`src/rtl/usb_pkg.sv`:
```
// Shared encodings and defaults for the USB device transaction sequencer.
package usb_pkg;

  localparam int unsigned TURNAROUND_DEFAULT = 18;
  localparam int unsigned TIMEOUT_DEFAULT    = 162;
  localparam int unsigned MAX_PKT            = 64;

  // PID codes reported by usb_rx
  typedef enum logic [2:0] {
    RxNone  = 3'd0,
    RxOut   = 3'd1,
    RxIn    = 3'd2,
    RxData0 = 3'd3,
    RxData1 = 3'd4,
    RxAck   = 3'd5,
    RxNak   = 3'd6,
    RxStall = 3'd7
  } rx_pid_e;

  // PID codes accepted by usb_tx
  typedef enum logic [2:0] {
    TxNone  = 3'd0,
    TxData0 = 3'd1,
    TxData1 = 3'd2,
    TxAck   = 3'd3,
    TxNak   = 3'd4,
    TxStall = 3'd5
  } tx_pid_e;

  // Sequencer states kept as plain constants so older tools can consume them
  typedef logic [2:0] state_t;
  localparam state_t StIdle     = 3'd0;
  localparam state_t StWaitData = 3'd1;
  localparam state_t StDelay    = 3'd2;
  localparam state_t StSend     = 3'd3;
  localparam state_t StWaitTx   = 3'd4;
  localparam state_t StWaitAck  = 3'd5;

  // DATAx reply code for a given toggle value (0 = DATA0)
  function automatic logic [2:0] data_pid(input logic tog);
    return tog ? TxData1 : TxData0;
  endfunction

  function automatic logic is_data(input logic [2:0] pid);
    return (pid == TxData0) || (pid == TxData1);
  endfunction

endpackage

```
`src/rtl/usb_txn_ctrl_if.sv`:
```
// Handshake bundle between the sequencer and usb_rx/usb_tx/FIFO/AHB side.
interface usb_txn_ctrl_if;
  logic [2:0] rx_packet;
  logic       rx_transfer_active;
  logic       rx_error;
  logic [6:0] buffer_occupancy;
  logic       tx_data_loaded;
  logic       tx_transfer_active;
  logic [2:0] tx_packet;
  logic       tx_start;
  logic       d_mode;
  logic       clear;
  logic       rx_done;
  logic       tx_done;
  logic       txn_error;

  // Environment side: packet decoder, transmitter, FIFO and AHB
  modport master (
    output rx_packet, rx_transfer_active, rx_error, buffer_occupancy, tx_data_loaded,
           tx_transfer_active,
    input  tx_packet, tx_start, d_mode, clear, rx_done, tx_done, txn_error
  );

  // Sequencer side
  modport slave (
    input  rx_packet, rx_transfer_active, rx_error, buffer_occupancy, tx_data_loaded,
           tx_transfer_active,
    output tx_packet, tx_start, d_mode, clear, rx_done, tx_done, txn_error
  );
endinterface

```
`src/rtl/usb_txn_timer.sv`:
```
// Loadable 8-bit up-counter that stops at its limit and flags arrival there.
module usb_txn_timer (
  input  logic       clk,
  input  logic       rst,
  input  logic       load,
  input  logic       enable,
  input  logic [7:0] limit,
  output logic       done
);

  logic [7:0] count_q;

  assign done = (count_q == limit);

  // Restart on load; otherwise count up, holding at the limit or at all-ones
  always_ff @(posedge clk or posedge rst) begin
    if (rst) begin
      count_q <= 8'd0;
    end else if (load) begin
      count_q <= 8'd0;
    end else if (enable && !done && (count_q != 8'hff)) begin
      count_q <= count_q + 8'd1;
    end
  end

endmodule

```
`src/rtl/usb_txn_ctrl.sv`:
```
// Device-side USB transaction sequencer: handshake decisions, turnaround,
// DATA0/DATA1 toggles and FIFO ownership. TURNAROUND must be at least 1.
module usb_txn_ctrl
  import usb_pkg::*;
#(
  parameter int unsigned TURNAROUND = TURNAROUND_DEFAULT,
  parameter int unsigned TIMEOUT    = TIMEOUT_DEFAULT
) (
  input logic          clk,
  input logic          rst,
  usb_txn_ctrl_if.slave bus
);

  state_t     state_q, state_d;
  logic [2:0] reply_q, reply_d;
  logic [2:0] tx_packet_q, tx_packet_d;
  logic       out_nak_q, out_nak_d;
  logic       rx_tog_q, rx_tog_d;
  logic       tx_tog_q, tx_tog_d;
  logic       d_mode_q, d_mode_d;
  logic       clear_q, clear_d;
  logic       rx_done_q, rx_done_d;
  logic       tx_done_q, tx_done_d;
  logic       err_q, err_d;
  logic       rx_act_q, tx_act_q;

  logic       eop, rx_rise, tx_fall, data_tog;
  logic       timer_load, timer_en, timer_done;
  logic [7:0] timer_limit;

  assign eop      = rx_act_q & ~bus.rx_transfer_active;
  assign rx_rise  = ~rx_act_q & bus.rx_transfer_active;
  assign tx_fall  = tx_act_q & ~bus.tx_transfer_active;
  assign data_tog = (bus.rx_packet == RxData1);

  // One timer serves both the turnaround delay and the packet timeouts
  assign timer_limit = (state_q == StDelay) ? 8'(TURNAROUND - 1) : 8'(TIMEOUT);
  assign timer_en    = (state_q == StDelay) || (state_q == StWaitData) ||
                       (state_q == StWaitAck);
  assign timer_load  = (state_d != state_q) ||
                       (rx_rise && ((state_q == StWaitData) || (state_q == StWaitAck)));

  usb_txn_timer u_timer (
    .clk    (clk),
    .rst    (rst),
    .load   (timer_load),
    .enable (timer_en),
    .limit  (timer_limit),
    .done   (timer_done)
  );

  // Next-state and registered-output decisions, all taken on EOP or timer events
  always_comb begin
    state_d     = state_q;
    reply_d     = reply_q;
    tx_packet_d = tx_packet_q;
    out_nak_d   = out_nak_q;
    rx_tog_d    = rx_tog_q;
    tx_tog_d    = tx_tog_q;
    d_mode_d    = d_mode_q;
    err_d       = err_q;
    clear_d     = 1'b0;
    rx_done_d   = 1'b0;
    tx_done_d   = 1'b0;

    case (state_q)
      StIdle: begin
        if (eop) begin
          if (!bus.rx_error && (bus.rx_packet == RxOut)) begin
            state_d   = StWaitData;
            err_d     = 1'b0;
            // AHB has not drained the previous OUT payload yet
            out_nak_d = (bus.buffer_occupancy != 7'd0);
          end else if (!bus.rx_error && (bus.rx_packet == RxIn)) begin
            state_d = StDelay;
            err_d   = 1'b0;
            reply_d = bus.tx_data_loaded ? data_pid(tx_tog_q) : TxNak;
          end else begin
            err_d = 1'b1;
          end
        end
      end

      StWaitData: begin
        if (eop) begin
          if (!bus.rx_error && ((bus.rx_packet == RxData0) || (bus.rx_packet == RxData1))) begin
            state_d = StDelay;
            if (out_nak_q) begin
              reply_d = TxNak;
            end else begin
              reply_d = TxAck;
              if (data_tog == rx_tog_q) begin
                rx_done_d = 1'b1;
                rx_tog_d  = ~rx_tog_q;
              end else begin
                // Host retransmit of data already accepted: ACK but drop the copy
                clear_d = 1'b1;
              end
            end
          end else begin
            state_d = StIdle;
            clear_d = 1'b1;
            err_d   = 1'b1;
          end
        end else if (timer_done) begin
          state_d = StIdle;
          clear_d = 1'b1;
          err_d   = 1'b1;
        end
      end

      StDelay: begin
        if (rx_rise) begin
          state_d = StIdle;
          err_d   = 1'b1;
        end else if (timer_done) begin
          state_d     = StSend;
          tx_packet_d = reply_q;
          d_mode_d    = is_data(reply_q);
        end
      end

      StSend: begin
        if (rx_rise) begin
          state_d     = StIdle;
          err_d       = 1'b1;
          tx_packet_d = TxNone;
          d_mode_d    = 1'b0;
        end else begin
          state_d = StWaitTx;
        end
      end

      StWaitTx: begin
        if (tx_fall) begin
          state_d     = is_data(reply_q) ? StWaitAck : StIdle;
          tx_packet_d = TxNone;
          d_mode_d    = 1'b0;
        end
      end

      StWaitAck: begin
        if (eop) begin
          state_d = StIdle;
          if (!bus.rx_error && (bus.rx_packet == RxAck)) begin
            tx_done_d = 1'b1;
            tx_tog_d  = ~tx_tog_q;
            clear_d   = 1'b1;
          end else begin
            err_d = 1'b1;
          end
        end else if (timer_done) begin
          // FIFO contents are kept so the host can retry the IN
          state_d = StIdle;
          err_d   = 1'b1;
        end
      end

      default: begin
        state_d     = StIdle;
        tx_packet_d = TxNone;
        d_mode_d    = 1'b0;
      end
    endcase
  end

  // State and registered outputs
  always_ff @(posedge clk or posedge rst) begin
    if (rst) begin
      state_q     <= StIdle;
      reply_q     <= TxNone;
      tx_packet_q <= TxNone;
      out_nak_q   <= 1'b0;
      rx_tog_q    <= 1'b0;
      tx_tog_q    <= 1'b0;
      d_mode_q    <= 1'b0;
      clear_q     <= 1'b0;
      rx_done_q   <= 1'b0;
      tx_done_q   <= 1'b0;
      err_q       <= 1'b0;
      rx_act_q    <= 1'b0;
      tx_act_q    <= 1'b0;
    end else begin
      state_q     <= state_d;
      reply_q     <= reply_d;
      tx_packet_q <= tx_packet_d;
      out_nak_q   <= out_nak_d;
      rx_tog_q    <= rx_tog_d;
      tx_tog_q    <= tx_tog_d;
      d_mode_q    <= d_mode_d;
      clear_q     <= clear_d;
      rx_done_q   <= rx_done_d;
      tx_done_q   <= tx_done_d;
      err_q       <= err_d;
      rx_act_q    <= bus.rx_transfer_active;
      tx_act_q    <= bus.tx_transfer_active;
    end
  end

  assign bus.tx_packet = tx_packet_q;
  assign bus.tx_start  = (state_q == StSend);
  assign bus.d_mode    = d_mode_q;
  assign bus.clear     = clear_q;
  assign bus.rx_done   = rx_done_q;
  assign bus.tx_done   = tx_done_q;
  assign bus.txn_error = err_q;

endmodule

```
`src/flat_wrapper.sv`:
```
// flat-port wrapper written by rule: the top's interface ports become plain ports
module usb_txn_ctrl_flat import usb_pkg::*;
#(
  parameter int unsigned TURNAROUND = TURNAROUND_DEFAULT,
  parameter int unsigned TIMEOUT    = TIMEOUT_DEFAULT
)
  (clk, rst, bus_rx_packet, bus_rx_transfer_active, bus_rx_error, bus_buffer_occupancy, bus_tx_data_loaded, bus_tx_transfer_active, bus_tx_packet, bus_tx_start, bus_d_mode, bus_clear, bus_rx_done, bus_tx_done, bus_txn_error);
  usb_txn_ctrl_if bus_i ();
  input logic clk;
  input logic rst;
  input wire logic [$bits(bus_i.rx_packet)-1:0] bus_rx_packet;
  input wire logic [$bits(bus_i.rx_transfer_active)-1:0] bus_rx_transfer_active;
  input wire logic [$bits(bus_i.rx_error)-1:0] bus_rx_error;
  input wire logic [$bits(bus_i.buffer_occupancy)-1:0] bus_buffer_occupancy;
  input wire logic [$bits(bus_i.tx_data_loaded)-1:0] bus_tx_data_loaded;
  input wire logic [$bits(bus_i.tx_transfer_active)-1:0] bus_tx_transfer_active;
  output wire logic [$bits(bus_i.tx_packet)-1:0] bus_tx_packet;
  output wire logic [$bits(bus_i.tx_start)-1:0] bus_tx_start;
  output wire logic [$bits(bus_i.d_mode)-1:0] bus_d_mode;
  output wire logic [$bits(bus_i.clear)-1:0] bus_clear;
  output wire logic [$bits(bus_i.rx_done)-1:0] bus_rx_done;
  output wire logic [$bits(bus_i.tx_done)-1:0] bus_tx_done;
  output wire logic [$bits(bus_i.txn_error)-1:0] bus_txn_error;
  assign bus_i.rx_packet = bus_rx_packet;
  assign bus_i.rx_transfer_active = bus_rx_transfer_active;
  assign bus_i.rx_error = bus_rx_error;
  assign bus_i.buffer_occupancy = bus_buffer_occupancy;
  assign bus_i.tx_data_loaded = bus_tx_data_loaded;
  assign bus_i.tx_transfer_active = bus_tx_transfer_active;
  assign bus_tx_packet = bus_i.tx_packet;
  assign bus_tx_start = bus_i.tx_start;
  assign bus_d_mode = bus_i.d_mode;
  assign bus_clear = bus_i.clear;
  assign bus_rx_done = bus_i.rx_done;
  assign bus_tx_done = bus_i.tx_done;
  assign bus_txn_error = bus_i.txn_error;
  usb_txn_ctrl #(.TURNAROUND(TURNAROUND), .TIMEOUT(TIMEOUT)) u_core (.clk(clk), .rst(rst), .bus(bus_i));
endmodule
```
`config.mk`:
```
export PLATFORM = sky130hd
export DESIGN_NAME = usb_txn_ctrl_flat
export DESIGN_NICKNAME = d
export VERILOG_FILES = /design/src/rtl/usb_pkg.sv /design/src/rtl/usb_txn_ctrl_if.sv /design/src/rtl/usb_txn_timer.sv /design/src/rtl/usb_txn_ctrl.sv /design/src/flat_wrapper.sv
export SDC_FILE = /design/constraint.sdc
export NUM_CORES = 1
export LEC_CHECK = 0
export BUFFER_PORTS_ARGS = -buffer_cell sky130_fd_sc_hd__buf_2
export CAP_MARGIN = 10
export CELL_PAD_IN_SITES_DETAIL_PLACEMENT = 2
export CELL_PAD_IN_SITES_GLOBAL_PLACEMENT = 2
export CORE_MARGIN = 2
export CORE_UTILIZATION = 38
export CTS_BUF_LIST = sky130_fd_sc_hd__clkbuf_16
export CTS_CLUSTER_DIAMETER = 40
export DETAILED_ROUTE_END_ITERATION = 8
export GPL_TIMING_DRIVEN = 0
export PLACE_DENSITY_LB_ADDON = 0.3
export SLEW_MARGIN = 20
export SYNTH_ARGS = -nofsm -noshare
export SYNTH_HDL_FRONTEND = slang
export SYNTH_SLANG_ARGS = --single-unit
```
`constraint.sdc`:
```
create_clock -name clk -period 3.6 [get_ports clk]
set_input_delay 0.36 -clock clk [delete_from_list [all_inputs] [get_ports clk]]
set_output_delay 0.36 -clock clk [all_outputs]
set_load 0.01 [all_outputs]
```
After elaboration in Yosys (flattened, before gate mapping)
Cells that the tools add are included.

operators by class
  add/subtract/negate cells = 1
  equal/unequal tests = 28
  mux-type cells = 59
  bitwise logic cells = 10
  reduce and logical (&&, ||, !) cells = 28

operator list
  cell                                                   count
  two-way mux 3 bit                                      22
  two-way mux 1 bit                                      26
  two-way mux 8 bit                                      3
  one-hot mux 3 bit (6 select lines)                     1
  equality test 3 x 2 -> 1 bit, second input constant    5
  AND reduction 5 bit                                    3
  equality test 3 bit, second input constant             4
  inequality test 2 x 1 -> 1 bit, second input constant  6
  one-hot mux 3 bit (4 select lines)                     1
  equality test 3 x 1 -> 1 bit, second input constant    3
  adder 8 x 1 -> 8 bit, second input constant            1
  equality test 8 bit                                    1
  inequality test 2 bit, second input constant           4
  inequality test 8 bit, second input constant           1
  one-hot mux 1 bit (4 select lines)                     2
  logical AND 1 bit                                      7
  NOT 1 bit                                              7
  nonzero test 7 bit                                     1
  logical OR 1 bit                                       6
  inequality test 3 bit, second input constant           2
  one-hot mux 3 bit (2 select lines)                     1
  AND reduction 3 bit                                    2
  AND reduction 6 bit                                    1
  two-way mux 2 bit                                      2
  other kinds (10)                                       14

word-level totals
  bits in registers = 27
  input bits = 16
  output and inout bits = 9
  logic and storage cells = 140

Depth between registers and ports, before layout
  word-level depth = 9
  gate-level depth with buffers = 7
  depth with buffers taken out = 6

Modules after synthesis
From an unflattened synthesis, not the netlist that was laid out.

unflattened totals
  cell total of the unflattened synthesis = 190
  area total of the unflattened synthesis = 1760.4 sq um

by module, submodules not included
  module         times used  cells each  area an instance (sq um)  seq. area each (sq um)
  usb_txn_ctrl   1           126         1139.8                    475.5
  usb_txn_timer  1           64          620.6                     200.2

Worst setup path after synthesis
OpenSTA, ideal clock, no wires.

  path type = in2reg
  start point = in bus_rx_packet[0]
  end point = reg u_core.reply_q[2]
  library setup time = 127 ps
  arrival = 1697 ps
  data required time = 3473 ps
  path slack = 1776 ps
  cell stages on the path = 6
  buffers on the path = 2
  cells stage by stage = buf_2 > or4b_1 > o211ai_1 > and2_1 > buf_4 > mux2_1

between the ends
  cells in the longest elaborated chain, start to end = 5
  elaborated cells between the ends (all ways) = 12
  those cells by class = eq/ne (7); reduce/logical (5)

RTL lines
  item                                                                 RTL line             text
  start, declared                                                      flat_wrapper.sv:11   input wire logic [$bits(bus_i.rx_packet)-1:0] bus_rx_packet;
  equality test 3 x 2 -> 1 bit or equality test 3 bit (tied branches)  usb_txn_ctrl.sv:86   if (!bus.rx_error && ((bus.rx_packet == RxData0) || (bus.rx_packet == RxData1))) begin
  logical OR 1 bit                                                     usb_txn_ctrl.sv:86
  logical AND 1 bit                                                    usb_txn_ctrl.sv:86
  inequality test 2 bit (no source line)                               -
  AND reduction 6 bit (no source line) *                               -
  end signal, assigned                                                 usb_txn_ctrl.sv:171  reply_q <= TxNone;
  end signal, assigned                                                 usb_txn_ctrl.sv:185  reply_q <= reply_d;
  end, declared                                                        usb_txn_ctrl.sv:15   logic [2:0] reply_q, reply_d;

Mark *: on every way between the ends. The rest lies on a longest branch, timed or not.
A chain may end at the register's enable or synchronous reset.

Final worst setup path
  start point = reg u_core.state_q[0]
  end point = reg u_core.u_timer.count_q[1]

between the ends
  cells in the longest elaborated chain, start to end = 9
  elaborated cells between the ends (all ways) = 29
  those cells by class = eq/ne (7); mux (12); reduce/logical (10)

RTL lines
  item                                                     RTL line                                                       text
  start, declared                                          usb_txn_ctrl.sv:14                                             state_t state_q, state_d;
  start signal, assigned                                   usb_txn_ctrl.sv:170                                            state_q <= StIdle;
  start signal, assigned                                   usb_txn_ctrl.sv:184                                            state_q <= state_d;
  equality test 3 x 2 -> 1 bit                             usb_txn_ctrl.sv:37, usb_txn_ctrl.sv:38, usb_txn_ctrl.sv:66
  two-way mux 8 bit                                        usb_txn_ctrl.sv:37                                             assign timer_limit = (state_q == StDelay) ? 8'(TURNAROUND - 1) : 8'(TIMEOUT);
  equality test 8 bit                                      usb_txn_timer.sv:13                                            assign done = (count_q == limit);
  two-way mux 3 bit (on tied branches)                     usb_txn_ctrl.sv:105, usb_txn_ctrl.sv:152, usb_txn_ctrl.sv:116
  two-way mux 3 bit (on tied branches)                     usb_txn_ctrl.sv:143, usb_txn_ctrl.sv:85, usb_txn_ctrl.sv:113
  one-hot mux 3 bit (6 select lines)                       usb_txn_ctrl.sv:66                                             case (state_q)
  inequality test 3 bit                                    usb_txn_ctrl.sv:40                                             assign timer_load = (state_d != state_q) ||
  logical OR 1 bit                                         usb_txn_ctrl.sv:40
  two-way mux 8 bit or nonzero test 2 bit (tied branches)  -
  end signal, assigned                                     usb_txn_timer.sv:22                                            count_q <= count_q + 8'd1;
  end, declared                                            usb_txn_timer.sv:11                                            logic [7:0] count_q;

Several ways; a longest one is shown, not always the timed one.

==> results.md <==
* Result of the run: completed
* Met3 capacity usage during global routing at between 2 and 2.5%
* CTS clock-pin slew for the worst setup and hold paths at approximately 70 ps
* Met2 usage in global routing at roughly two fifths
* DRT antenna net count at 0
* Fraction of the mapped netlist area in compound gates at roughly 18%
* Worst stage delay on the critical path at approximately 480 ps
* Largest net degree at the start of global routing at 28
* Total number of vias at around 1400
* Class of the worst hold path: in -> async
* 1st-pass router iterations at 3
* Required arrival time at the worst endpoint at approximately 3800 ps
* XOR/XNOR share of the synthesized area at approximately 4.6%
* Area share of the leading cell type in the synthesized netlist at 39.0%
* Number of nets at the end of the flow at 221
* Setup repair after global routing missed its margin: false
* Max stage delay cell, worst path: sky130_fd_sc_hd__dfrtp_1
* Least-Margin Pin Slew at 592 ps
* Setup Total Neg Slack at 0 ps
* Detail-routed via count per cell at about 5.6
* Placed standard-cell area at approximately 0.0019 mm^2
* Critical path peak fanout at 8
* Height of the die at between 70 and 80 um
* Fraction of the core area covered by cells at the end of the flow at between 40% and 50%
* Most used flip-flop cell after synthesis: sky130_fd_sc_hd__dfrtp_1
* Total leakage power at between 0.8 and 0.9 nW
* MaxCap Viol Count at 0
* Total of cells resized after clock tree synthesis at 0
* Power per Cell Area at roughly 440 mW/mm^2
* Area added between synthesis and finish at 15.0%
* Setup slack of the critical path after layout at around 1600 ps
* Max Clock Skew at approximately 2.1 ps
* Average size of a mapped cell at between 9 and 10 um^2
* Post-synthesis share of cell area spent on full adders, half adders and majority gates at 0.723%
* Maximum count of clock buffers along a single path at 2
* Period utilisation layout at a little under three fifths
* Placer Congestion at ~0.81
* Maximum level of the CTS H-tree at 1
* Proportion of synthesized flip-flops having asynchronous set or reset at 100%
* All-Layer GR Usage at about 21%
* Die area at between 0.005 and 0.006 mm^2
* Via count of the first global-routing pass at around 1600
* Num rows at 24
* Die width at a little over 70 um
* IO Pins at 25
* Post-route DRC violation count at 0
* Final number of setup-violating endpoints at 0
* Initial Util at between 30% and 40%
* Share of post-route cells with drive strength above 1 at between 20% and 30%
* Clock period minus worst slack at roughly 2000 ps
* Clock root buffer master: sky130_fd_sc_hd__clkbuf_16
* Hold Fails Final Rpt at 0
* Mapped Nets at approximately 190
* Initial antenna violation count at 0
* Top Usage Layer GRT: met2
* Synthesized netlist cell count at around 180
* Met1 track utilization from global routing at roughly a quarter
* Start point of the critical path: u_core.state_q[0]
* TritonCTS clock tree: done
* Crit end category: flip-flop
* Post-synthesis cell type count at 59
* Post-route cell area at between 0.0015 and 0.002 mm^2
* Area leader, netlist: sky130_fd_sc_hd__dfrtp_1
* Global-route wire length before repair at around 8200 um
* CTS buffer count at 3
* Arrival time at the worst endpoint at around 2200 ps
* Worst IR Drop VDD at between 0.2 and 0.25 mV
* Total of hold buffers inserted after clock tree synthesis at 0
* Diodes inserted at 0
* Reg2Reg Launch Point: u_core.state_q[0]
* Post-DP HPWL at between 3000 and 4000 um
* Basic-gate share of the synthesized area counting and, or, nand and nor cells at 28.0%
* Wire length per cell after detailed routing at between 15 and 20 um
* Post-placement worst setup slack at ~1500 ps
* Ys Warns at 0
* Main combinational cell family by area after synthesis: simple AND/OR/NAND/NOR gates
* Hold Worst Slack at approximately 150 ps
* Fillers at between 400 and 500
* Seq/Total Area, Yosys at 39.0%
* Later-pin clock latency in the skew report at 270 ps
* Share of cell area taken by muxes after synthesis at under 10%
* Final global-route overflow total at 0
* Number of violations reported at the end of detailed-routing iteration 0 at 22
* Mapped Area at 0.00173 mm^2
* Number of enable flip-flop cells after synthesis at 0
* Aggregate routed wire length at about 4800 um
* CP Class: reg -> reg
* Number of post-CTS setup repair buffers at 0
* Critical Path, Cell by Cell: nor3b_2, o22ai_2, a21oi_1, mux2i_1, nor2_2
* Nature of the critical path startpoint: flip-flop
* Achievable Freq at around 500 MHz
* #FFs+latches synth at 27
* Port bufs at 23
* Core area at 0.00438 mm^2
* Cell types with the largest area share after synthesis: sky130_fd_sc_hd__dfrtp_1 (39%), sky130_fd_sc_hd__xnor2_1 (4.0%), sky130_fd_sc_hd__a21oi_1 (3.5%)
* Slew Viols, Final at 0
* TritonCTS sink count at 27
* Relative max-transition margin at between 60% and 70%
[power breakdown]
part / internal [mW] / leakage (nW) / switching (mW)
sequential: 0.349 / 0.341 / 0.0496
clock: 0.149 / 0.0423 / 0.109
combinational: 0.0954 / 0.464 / 0.118
total: 0.593 / 0.847 / 0.276
[sequential cells by signal (all words and copies together) (netlist names)]
register	flops
u_core.tx_act_q	1
u_core.state_q	3
u_core.bus.d_mode	1
u_core.rx_tog_q	1
u_core.bus.rx_done	1
u_core.reply_q	3
u_core.out_nak_q	1
u_core.tx_tog_q	1
u_core.bus.tx_done	1
u_core.u_timer.count_q	8
u_core.bus.clear	1
u_core.rx_act_q	1
u_core.bus.txn_error	1
u_core.bus.tx_packet	3
[logic make-up (layout without fill, tap and decap cells)]
kind of cell / Yosys count / after routing
simple gates: 77 / 77
compound gates: 37 / 37
flops: 27 / 27
buf+inv: 17 / 44
xor+xnor: 9 / 9
mux: 8 / 8
fa+ha+maj: 1 / 1
[per-stage QoR]
step	instances	power, mW
floorplan	176	0.544
global placement	251	0.602
detailed placement	251	0.621
CTS	255	0.880
global route	255	0.921
finish	255	0.869
[cells in the mapped netlist, types with 2 or more instances]
master                     number
sky130_fd_sc_hd__dfrtp_1       27
sky130_fd_sc_hd__nor2_1        16
sky130_fd_sc_hd__a21oi_1       12
sky130_fd_sc_hd__nand2_1       12
sky130_fd_sc_hd__inv_1         10
sky130_fd_sc_hd__xnor2_1        8
sky130_fd_sc_hd__nor3_1         7
sky130_fd_sc_hd__mux2i_1        6
sky130_fd_sc_hd__nand2b_1       5
sky130_fd_sc_hd__nand3_1        5
sky130_fd_sc_hd__nor2_2         5
sky130_fd_sc_hd__buf_4          4
sky130_fd_sc_hd__nor2b_1        3
sky130_fd_sc_hd__a21o_1         2
sky130_fd_sc_hd__buf_2          2
sky130_fd_sc_hd__nand3b_1       2
sky130_fd_sc_hd__nor3b_1        2
sky130_fd_sc_hd__nor3b_2        2
sky130_fd_sc_hd__nor4b_2        2
sky130_fd_sc_hd__o21ai_0        2
sky130_fd_sc_hd__o21ai_1        2
sky130_fd_sc_hd__or3b_1         2
sky130_fd_sc_hd__or4bb_1        2
[layout by cell type, fill, tap and decap left out, drive strengths merged, types with 3 or more instances in the layout]
cell type,instances
a21oi,13
inv,11
nor3,7
o21ai,4
nand2b,5
nor4b,3
buf,29
clkbuf,4
o22ai,3
nand2,12
mux2i,6
nor2,21
nor2b,3
xnor2,8
dfrtp,27
nor3b,4
nand3,5
[layout make-up]
class / count / area [um^2] / area share [%]
sequential: 27 / 676 / 34.0
timing repair buffer: 23 / 115 / 5.79
multi-input combinational: 132 / 972 / 48.9
clock inverter: 1 / 3.75 / 0.189
tap: 52 / 65.1 / 3.27
inverter: 10 / 37.5 / 1.89
clock buffer: 3 / 75.1 / 3.77
buffer: 7 / 45.0 / 2.26
[metal layers]
metal / vias to the layer above / routed length [um]
met5: - / 0
met4: 0 / 60
met3: 4 / 67
met2: 10 / 2610
met1: 739 / 2030
li1: 680 / -
[worst paths after layout]
path	endpoint	cells after the start	slack [ps]
setup / recovery	u_core.u_timer.count_q[1]	5	1600
hold / removal	u_core.bus.tx_packet[2]	2	150
setup reg to reg	u_core.u_timer.count_q[1]	5	1600
hold reg to reg	u_core.bus.d_mode	1	520
max in group asynchronous	u_core.bus.rx_done	2	3060
min in group clk	u_core.tx_act_q	1	220
[critical path, delay by kind of cell, from the launching register on]
family	cells	cell delay [ps]
muxes	1	270
DFF	1	480
and+or+nand+nor	2	520
AOI/OAI and AO/OA	2	600
Power figures use the tool's default switching activity.
